<file path="config.mk">
export PLATFORM = sky130hd
export DESIGN_NAME = decode_cycle
export DESIGN_NICKNAME = d
export VERILOG_FILES = /design/src/rtl/riscv_pkg.sv /design/src/rtl/register_file.sv /design/src/rtl/decode_cycle.sv
export SDC_FILE = /design/constraint.sdc
export NUM_CORES = 2
export LEC_CHECK = 0
export ABC_CLOCK_PERIOD_IN_PS = 7400
export BUFFER_PORTS_ARGS = -buffer_cell sky130_fd_sc_hd__buf_2
export CAP_MARGIN = 20
export CORE_MARGIN = 3
export CORE_UTILIZATION = 35
export DETAILED_ROUTE_END_ITERATION = 12
export HOLD_SLACK_MARGIN = 0.15
export PLACE_DENSITY = 0.56
export SETUP_SLACK_MARGIN = 0.4
export SLEW_MARGIN = 10
export SYNTH_ARGS = -nofsm -noshare
export SYNTH_HDL_FRONTEND = slang
export SYNTH_HIERARCHICAL = 1
export SYNTH_SLANG_ARGS = --single-unit
</file>
<file path="constraint.sdc">
create_clock -name clk -period 7.4 [get_ports clk]
set_clock_uncertainty 0.2 [all_clocks]
set_input_delay 1.48 -clock clk [delete_from_list [all_inputs] [get_ports clk]]
set_output_delay 1.48 -clock clk [all_outputs]
set_load 0.03 [all_outputs]
</file>
<file path="src/rtl/riscv_pkg.sv">
// Shared RV32I decode constants: opcodes, ALU control and result-select codes.
package riscv_pkg;

   localparam int XLEN  = 32;
   localparam int NREGS = 32;

   localparam logic [6:0] OP_LOAD   = 7'b0000011;
   localparam logic [6:0] OP_STORE  = 7'b0100011;
   localparam logic [6:0] OP_RTYPE  = 7'b0110011;
   localparam logic [6:0] OP_ITYPE  = 7'b0010011;
   localparam logic [6:0] OP_BRANCH = 7'b1100011;
   localparam logic [6:0] OP_JAL    = 7'b1101111;

   typedef enum logic [2:0] {
      ALU_ADD = 3'b000,
      ALU_SUB = 3'b001,
      ALU_AND = 3'b010,
      ALU_OR  = 3'b011,
      ALU_SLT = 3'b101
   } alu_ctrl_e;

   typedef enum logic [1:0] {
      RES_ALU = 2'b00,
      RES_MEM = 2'b01,
      RES_PC4 = 2'b10
   } result_src_e;

   typedef enum logic [2:0] {
      IMM_NONE,
      IMM_I,
      IMM_S,
      IMM_B,
      IMM_J
   } imm_sel_e;

   // funct3 -> ALU op; sub only applies to R-type funct3=000 with funct7[5] set
   function automatic alu_ctrl_e alu_decode(input logic [2:0] funct3, input logic sub);
      case (funct3)
         3'b000:  alu_decode = sub ? ALU_SUB : ALU_ADD;
         3'b010:  alu_decode = ALU_SLT;
         3'b110:  alu_decode = ALU_OR;
         3'b111:  alu_decode = ALU_AND;
         default: alu_decode = ALU_ADD;
      endcase
   endfunction

endpackage

</file>
<file path="src/rtl/register_file.sv">
// 32x32 register file: two combinational read ports with write-through, one write port.
module register_file
   import riscv_pkg::*;
#(
   parameter int XLEN  = 32,
   parameter int NREGS = 32,
   parameter int AW    = $clog2(NREGS)
) (
   input  logic            clk,
   input  logic            rst,
   input  logic            we,
   input  logic [AW-1:0]   wa,
   input  logic [XLEN-1:0] wd,
   input  logic [AW-1:0]   ra1,
   input  logic [AW-1:0]   ra2,
   output logic [XLEN-1:0] rd1,
   output logic [XLEN-1:0] rd2
);

   logic [XLEN-1:0] regs [1:NREGS-1];
   logic            wr_ok;

   assign wr_ok = we && (wa != '0);

   // Synchronous clear on reset, otherwise write any register except x0
   always_ff @(posedge clk) begin
      if (rst) begin
         regs <= '{default: '0};
      end else if (wr_ok) begin
         regs[wa] <= wd;
      end
   end

   // Reads: x0 is zero, a same-cycle write to the read index is forwarded
   always_comb begin
      rd1 = '0;
      rd2 = '0;
      if (ra1 != '0) rd1 = (wr_ok && wa == ra1) ? wd : regs[ra1];
      if (ra2 != '0) rd2 = (wr_ok && wa == ra2) ? wd : regs[ra2];
   end

endmodule

</file>
<file path="src/rtl/decode_cycle.sv">
// RV32I decode stage: control decode, register read, immediate extend, ID/EX register.
module decode_cycle
   import riscv_pkg::*;
#(
   parameter int XLEN  = 32,
   parameter int NREGS = 32
) (
   input  logic            clk,
   input  logic            rst,
   input  logic [31:0]     InstrD,
   input  logic [XLEN-1:0] PCD,
   input  logic [XLEN-1:0] PCPlus4D,
   input  logic            FlushE,
   input  logic            RegWriteW,
   input  logic [4:0]      RdW,
   input  logic [XLEN-1:0] ResultW,
   output logic [4:0]      Rs1D,
   output logic [4:0]      Rs2D,
   output logic            RegWriteE,
   output logic            MemWriteE,
   output logic            JumpE,
   output logic            BranchE,
   output logic            ALUSrcE,
   output logic [1:0]      ResultSrcE,
   output logic [2:0]      ALUControlE,
   output logic [XLEN-1:0] RD1E,
   output logic [XLEN-1:0] RD2E,
   output logic [XLEN-1:0] ImmExtE,
   output logic [XLEN-1:0] PCE,
   output logic [XLEN-1:0] PCPlus4E,
   output logic [4:0]      Rs1E,
   output logic [4:0]      Rs2E,
   output logic [4:0]      RdE
);

   logic [6:0]      opcode;
   logic [2:0]      funct3;
   logic            reg_write, mem_write, jump, branch, alu_src;
   result_src_e     result_src;
   alu_ctrl_e       alu_ctrl;
   imm_sel_e        imm_sel;
   logic [XLEN-1:0] imm_ext;
   logic [XLEN-1:0] rd1, rd2;

   assign opcode = InstrD[6:0];
   assign funct3 = InstrD[14:12];
   assign Rs1D   = InstrD[19:15];
   assign Rs2D   = InstrD[24:20];

   register_file #(.XLEN(XLEN), .NREGS(NREGS), .AW(5)) u_rf (
      .clk (clk),
      .rst (rst),
      .we  (RegWriteW),
      .wa  (RdW),
      .wd  (ResultW),
      .ra1 (Rs1D),
      .ra2 (Rs2D),
      .rd1 (rd1),
      .rd2 (rd2)
   );

   // Main control decode by opcode; unknown opcodes fall through as a NOP
   always_comb begin
      reg_write  = 1'b0;
      mem_write  = 1'b0;
      jump       = 1'b0;
      branch     = 1'b0;
      alu_src    = 1'b0;
      result_src = RES_ALU;
      alu_ctrl   = ALU_ADD;
      imm_sel    = IMM_NONE;
      case (opcode)
         OP_LOAD: begin
            reg_write  = 1'b1;
            alu_src    = 1'b1;
            result_src = RES_MEM;
            imm_sel    = IMM_I;
         end
         OP_STORE: begin
            mem_write = 1'b1;
            alu_src   = 1'b1;
            imm_sel   = IMM_S;
         end
         OP_RTYPE: begin
            reg_write = 1'b1;
            alu_ctrl  = alu_decode(funct3, InstrD[30]);
         end
         OP_ITYPE: begin
            reg_write = 1'b1;
            alu_src   = 1'b1;
            alu_ctrl  = alu_decode(funct3, 1'b0);
            imm_sel   = IMM_I;
         end
         OP_BRANCH: begin
            branch   = 1'b1;
            alu_ctrl = ALU_SUB;
            imm_sel  = IMM_B;
         end
         OP_JAL: begin
            reg_write  = 1'b1;
            jump       = 1'b1;
            result_src = RES_PC4;
            imm_sel    = IMM_J;
         end
         default: ;
      endcase
   end

   // Sign-extended immediate for the selected instruction format
   always_comb begin
      imm_ext = '0;
      case (imm_sel)
         IMM_I: imm_ext = {{20{InstrD[31]}}, InstrD[31:20]};
         IMM_S: imm_ext = {{20{InstrD[31]}}, InstrD[31:25], InstrD[11:7]};
         IMM_B: imm_ext = {{20{InstrD[31]}}, InstrD[7], InstrD[30:25], InstrD[11:8], 1'b0};
         IMM_J: imm_ext = {{12{InstrD[31]}}, InstrD[19:12], InstrD[20], InstrD[30:21], 1'b0};
         default: imm_ext = '0;
      endcase
   end

   // ID/EX register: reset and flush both load a fully zeroed bubble
   always_ff @(posedge clk) begin
      if (rst || FlushE) begin
         RegWriteE   <= 1'b0;
         MemWriteE   <= 1'b0;
         JumpE       <= 1'b0;
         BranchE     <= 1'b0;
         ALUSrcE     <= 1'b0;
         ResultSrcE  <= '0;
         ALUControlE <= '0;
         RD1E        <= '0;
         RD2E        <= '0;
         ImmExtE     <= '0;
         PCE         <= '0;
         PCPlus4E    <= '0;
         Rs1E        <= '0;
         Rs2E        <= '0;
         RdE         <= '0;
      end else begin
         RegWriteE   <= reg_write;
         MemWriteE   <= mem_write;
         JumpE       <= jump;
         BranchE     <= branch;
         ALUSrcE     <= alu_src;
         ResultSrcE  <= result_src;
         ALUControlE <= alu_ctrl;
         RD1E        <= rd1;
         RD2E        <= rd2;
         ImmExtE     <= imm_ext;
         PCE         <= PCD;
         PCPlus4E    <= PCPlus4D;
         Rs1E        <= Rs1D;
         Rs2E        <= Rs2D;
         RdE         <= InstrD[11:7];
      end
   end

endmodule

</file>
==> summary.md <==
| Metric | Value |
|---|---|
| Status | `complete, no violations` |
| CP delay by family, top | `buffers and inverters` |
| Max Transition Viols Final | `0` |
| Via/cell ratio | `5.85` |
| CP endpoint kind | `primary output` |
| Setup Crit Path Kind | `in2out` |
| P_sw | `3.76 mW` |
| Dpl ws | `2320 ps` |
| Post-route minimum period | `4870 ps` |
| Slowest-stage cell, CP | `buf_4` |
| Hold WC Path Type | `reg2reg` |
| Yosys cell types | `56` |
| Largest fanout on the critical path | `48` |
| FP Rows | `147` |
| Pint | `10.8 mW` |
| Max capacitance violation total | `0` |
| RSZ-0062 raised after global routing | `false` |
| Fin crit share | `0.658` |
| Clock buffer depth | `3` |
| Post-CTS Setup Inserts | `0` |
| Gr usage total | `0.264` |
| CTS sink cnt | `1166` |
| TNS Setup | `0 ps` |
| TritonRoute pass-1 iters | `7` |
| Yosys top cell area share | `0.411` |
| Initial DRC count | `6957` |
| #FFs+latches synth | `1166` |
| ANT nets after route | `0` |
| DRC viols | `0` |
| Slew headroom | `0.166` |
| Chip Height | `409 um` |
| Gate power share | `0.092` |
| Initial antenna violation count | `11` |
| Vias in the first global route | `48600` |
| FMAX | `205 MHz` |
| Sequential share of power | `0.441` |
| Post-synth EDFFs | `0` |
| CP Buf/Inv Count | `3` |
| WP data arrival | `3190 ps` |
| Port bufs | `331` |
| Synth Instances | `6708` |
| Most frequent cell after synthesis | `nand2_1` |
| Area contributors post-synth | `dfxtp_1 41%, nand2_1 14%, mux4_2 10%` |
| Worst Setup Slack, final | `2530 ps` |
| Core Region | `161000 sq um` |
| Slew at the pin closest to its max-slew limit | `1250 ps` |
| Placer Congestion | `0.914` |
| Area grow syn2layout | `12.4%` |
| Critical-path cell list | `buf_4, buf_4, buf_2` |
| Pleak | `22.2 nW` |
| Hpwl dp | `134 mm` |
| Die Footprint | `167000 sq um` |
| TritonCTS clock tree | `done` |
| CTS resizes | `0` |
| Layout cells sized above 1 | `0.162` |
| Worst-skew pair later-pin latency | `770 ps` |
| VDD IR-drop max | `0.237 mV` |
| Global-route wire length before repair | `333 mm` |
| Top FF cell, synth | `dfxtp_1` |
| Warnings, synthesis | `6` |
| Final hold vios | `0` |
| Syn_nets | `6845` |
| Top cells by instance count after synthesis | `2125 x nand2_1, 1166 x dfxtp_1, 1067 x a21oi_1` |
| Area leader, netlist | `dfxtp_1` |
| Critical path required time | `5720 ps` |
| Final #Nets | `6721` |
| Clk root buf | `clkbuf_16` |
| Synthesized cell area | `56800 sq um` |
| Drt total wl | `230 mm` |
| Clock-pin slew on the worst setup and hold paths | `60 ps` |
| H-tree depth | `4` |
| IO Count | `332` |
| Crit path largest cell delay | `810 ps` |
| Post-CTS Hold Buffers | `0` |
| Initial core utilization | `0.353` |
| Sw frac | `0.259` |
| Synthesized area per cell | `8.46 sq um` |
| Power share of the clock group | `0.467` |
| Startpoint types | `input port` |
| Routed len/inst | `26.0 um` |
| PwrDens | `228 nW/um^2` |
| DR vias | `51800` |
| Ys async rst share | `0` |
| Largest net degree at the start of global routing | `219` |
| Crit-path most repeated cell | `buf_4` |
| Num CTS Buffers | `131` |
| Final setup violation count | `0` |
| Die W | `409 um` |
| Gr ovfl total | `0` |
| Sequential area share after synthesis | `0.411` |
## worst min-delay path, delay by kind of cell, from the launching register on
kind / cells / cell delay (ps)
AO/OA/AOI/OAI: 1 / 50
flip-flops: 1 / 310
AND/OR/NAND/NOR: 1 / 50
## cells in the final DEF (no fill, tap or decap), types with 10 or more instances in the layout
cell / synthesis / final
a32oi_1: 28 / 28
nand2_1: 2125 / 2119
nand3_1: 71 / 71
mux4_2: 256 / 256
buf_12: 0 / 12
mux2i_1: 421 / 421
a32o_1: 64 / 64
xnor2_1: 10 / 10
a21oi_1: 1067 / 1067
a22oi_1: 128 / 128
nor2_1: 121 / 84
o211ai_1: 37 / 37
clkinv_2: 0 / 19
a31oi_1: 28 / 28
o21ai_0: 61 / 61
dfxtp_1: 1166 / 1166
mux2_2: 91 / 91
and2_1: 154 / 154
buf_4: 60 / 115
clkbuf_8: 0 / 33
clkbuf_1: 481 / 27
clkbuf_16: 0 / 141
a2bb2oi_1: 37 / 37
buf_2: 116 / 322
a221oi_1: 64 / 64
nor2_4: 1 / 33
## power groups by stage
| stage | combinational (mW) | clock [mW] | sequential (mW) |
|---|---|---|---|
| after floorplan | 0.791 | 0 | 6.59 |
| after global placement | 1.31 | 0 | 6.54 |
| after detailed placement | 1.31 | 0 | 6.54 |
| after CTS | 1.31 | 6.85 | 6.40 |
| after global routing | 1.39 | 7.10 | 6.41 |
| final | 1.34 | 6.78 | 6.41 |
## cell type report
cell class | count | area (sq um)
fillers | 16200 | 97000
repair buffers | 458 | 2860
flip-flops and latches | 1166 | 23300
clock inverters | 30 | 339
multi-input cells | 4822 | 30400
inverters | 5 | 18.8
clock buffers | 201 | 4080
well taps | 2160 | 2700
diodes | 5 | 12.5
## registers in the layout (all words and copies together) (netlist names)
name	cells
PCPlus4E	32
PCE	32
ALUSrcE	1
ALUControlE	3
MemWriteE	1
ResultSrcE	2
Rs2E	5
RD2E	32
RdE	5
Rs1E	5
ImmExtE	21
JumpE	1
u_rf/regs	992
BranchE	1
RD1E	32
RegWriteE	1
## cells by family after synthesis
logic type,after synthesis,share of synthesized area
buf+inv,720,0.0581
simple gates,2513,0.177
compound gates,1531,0.158
xor+xnor,10,0.00154
flops,1166,0.411
mux,768,0.194
## metal layers
metal | global-route usage | wire [um] | vias up
met5 | 0 | 11 | -
met2 | 0.400 | 101000 | 2951
met1 | 0.366 | 96200 | 25500
li1 | - | - | 22900
met3 | 0.0554 | 23400 | 460
met4 | 0.104 | 9110 | 2
## final timing paths
| path | from | endpoint | slack, ps | cells after the start |
|---|---|---|---|---|
| worst max-delay path | InstrD[17] | Rs1D[2] | 2530 | 3 |
| worst min-delay path | u_rf/regs[656]$_SDFFE_PP0P_ | u_rf/regs[656]$_SDFFE_PP0P_ | 270 | 2 |
| worst max register to register | u_rf/regs[91]$_SDFFE_PP0P_ | RD2E[27]$_SDFF_PP0_ | 5170 | 6 |
| worst min register to register | u_rf/regs[656]$_SDFFE_PP0P_ | u_rf/regs[656]$_SDFFE_PP0P_ | 270 | 2 |
## stage by stage
step / util / power (mW) / hold WS, ps / cell area, sq um / std cells
after CTS: 0.396 / 14.6 / 266 / 63700 / 8840
after detailed placement: 0.369 / 7.85 / 258 / 59300 / 8609
after floorplan: - / 7.38 / 242 / 56800 / 6708
after global placement: 0.369 / 7.85 / 248 / 59300 / 8607
after global routing: 0.397 / 14.9 / 282 / 63800 / 8843
final: 0.397 / 14.5 / 266 / 63800 / 8847
Power figures use the tool's default switching activity.
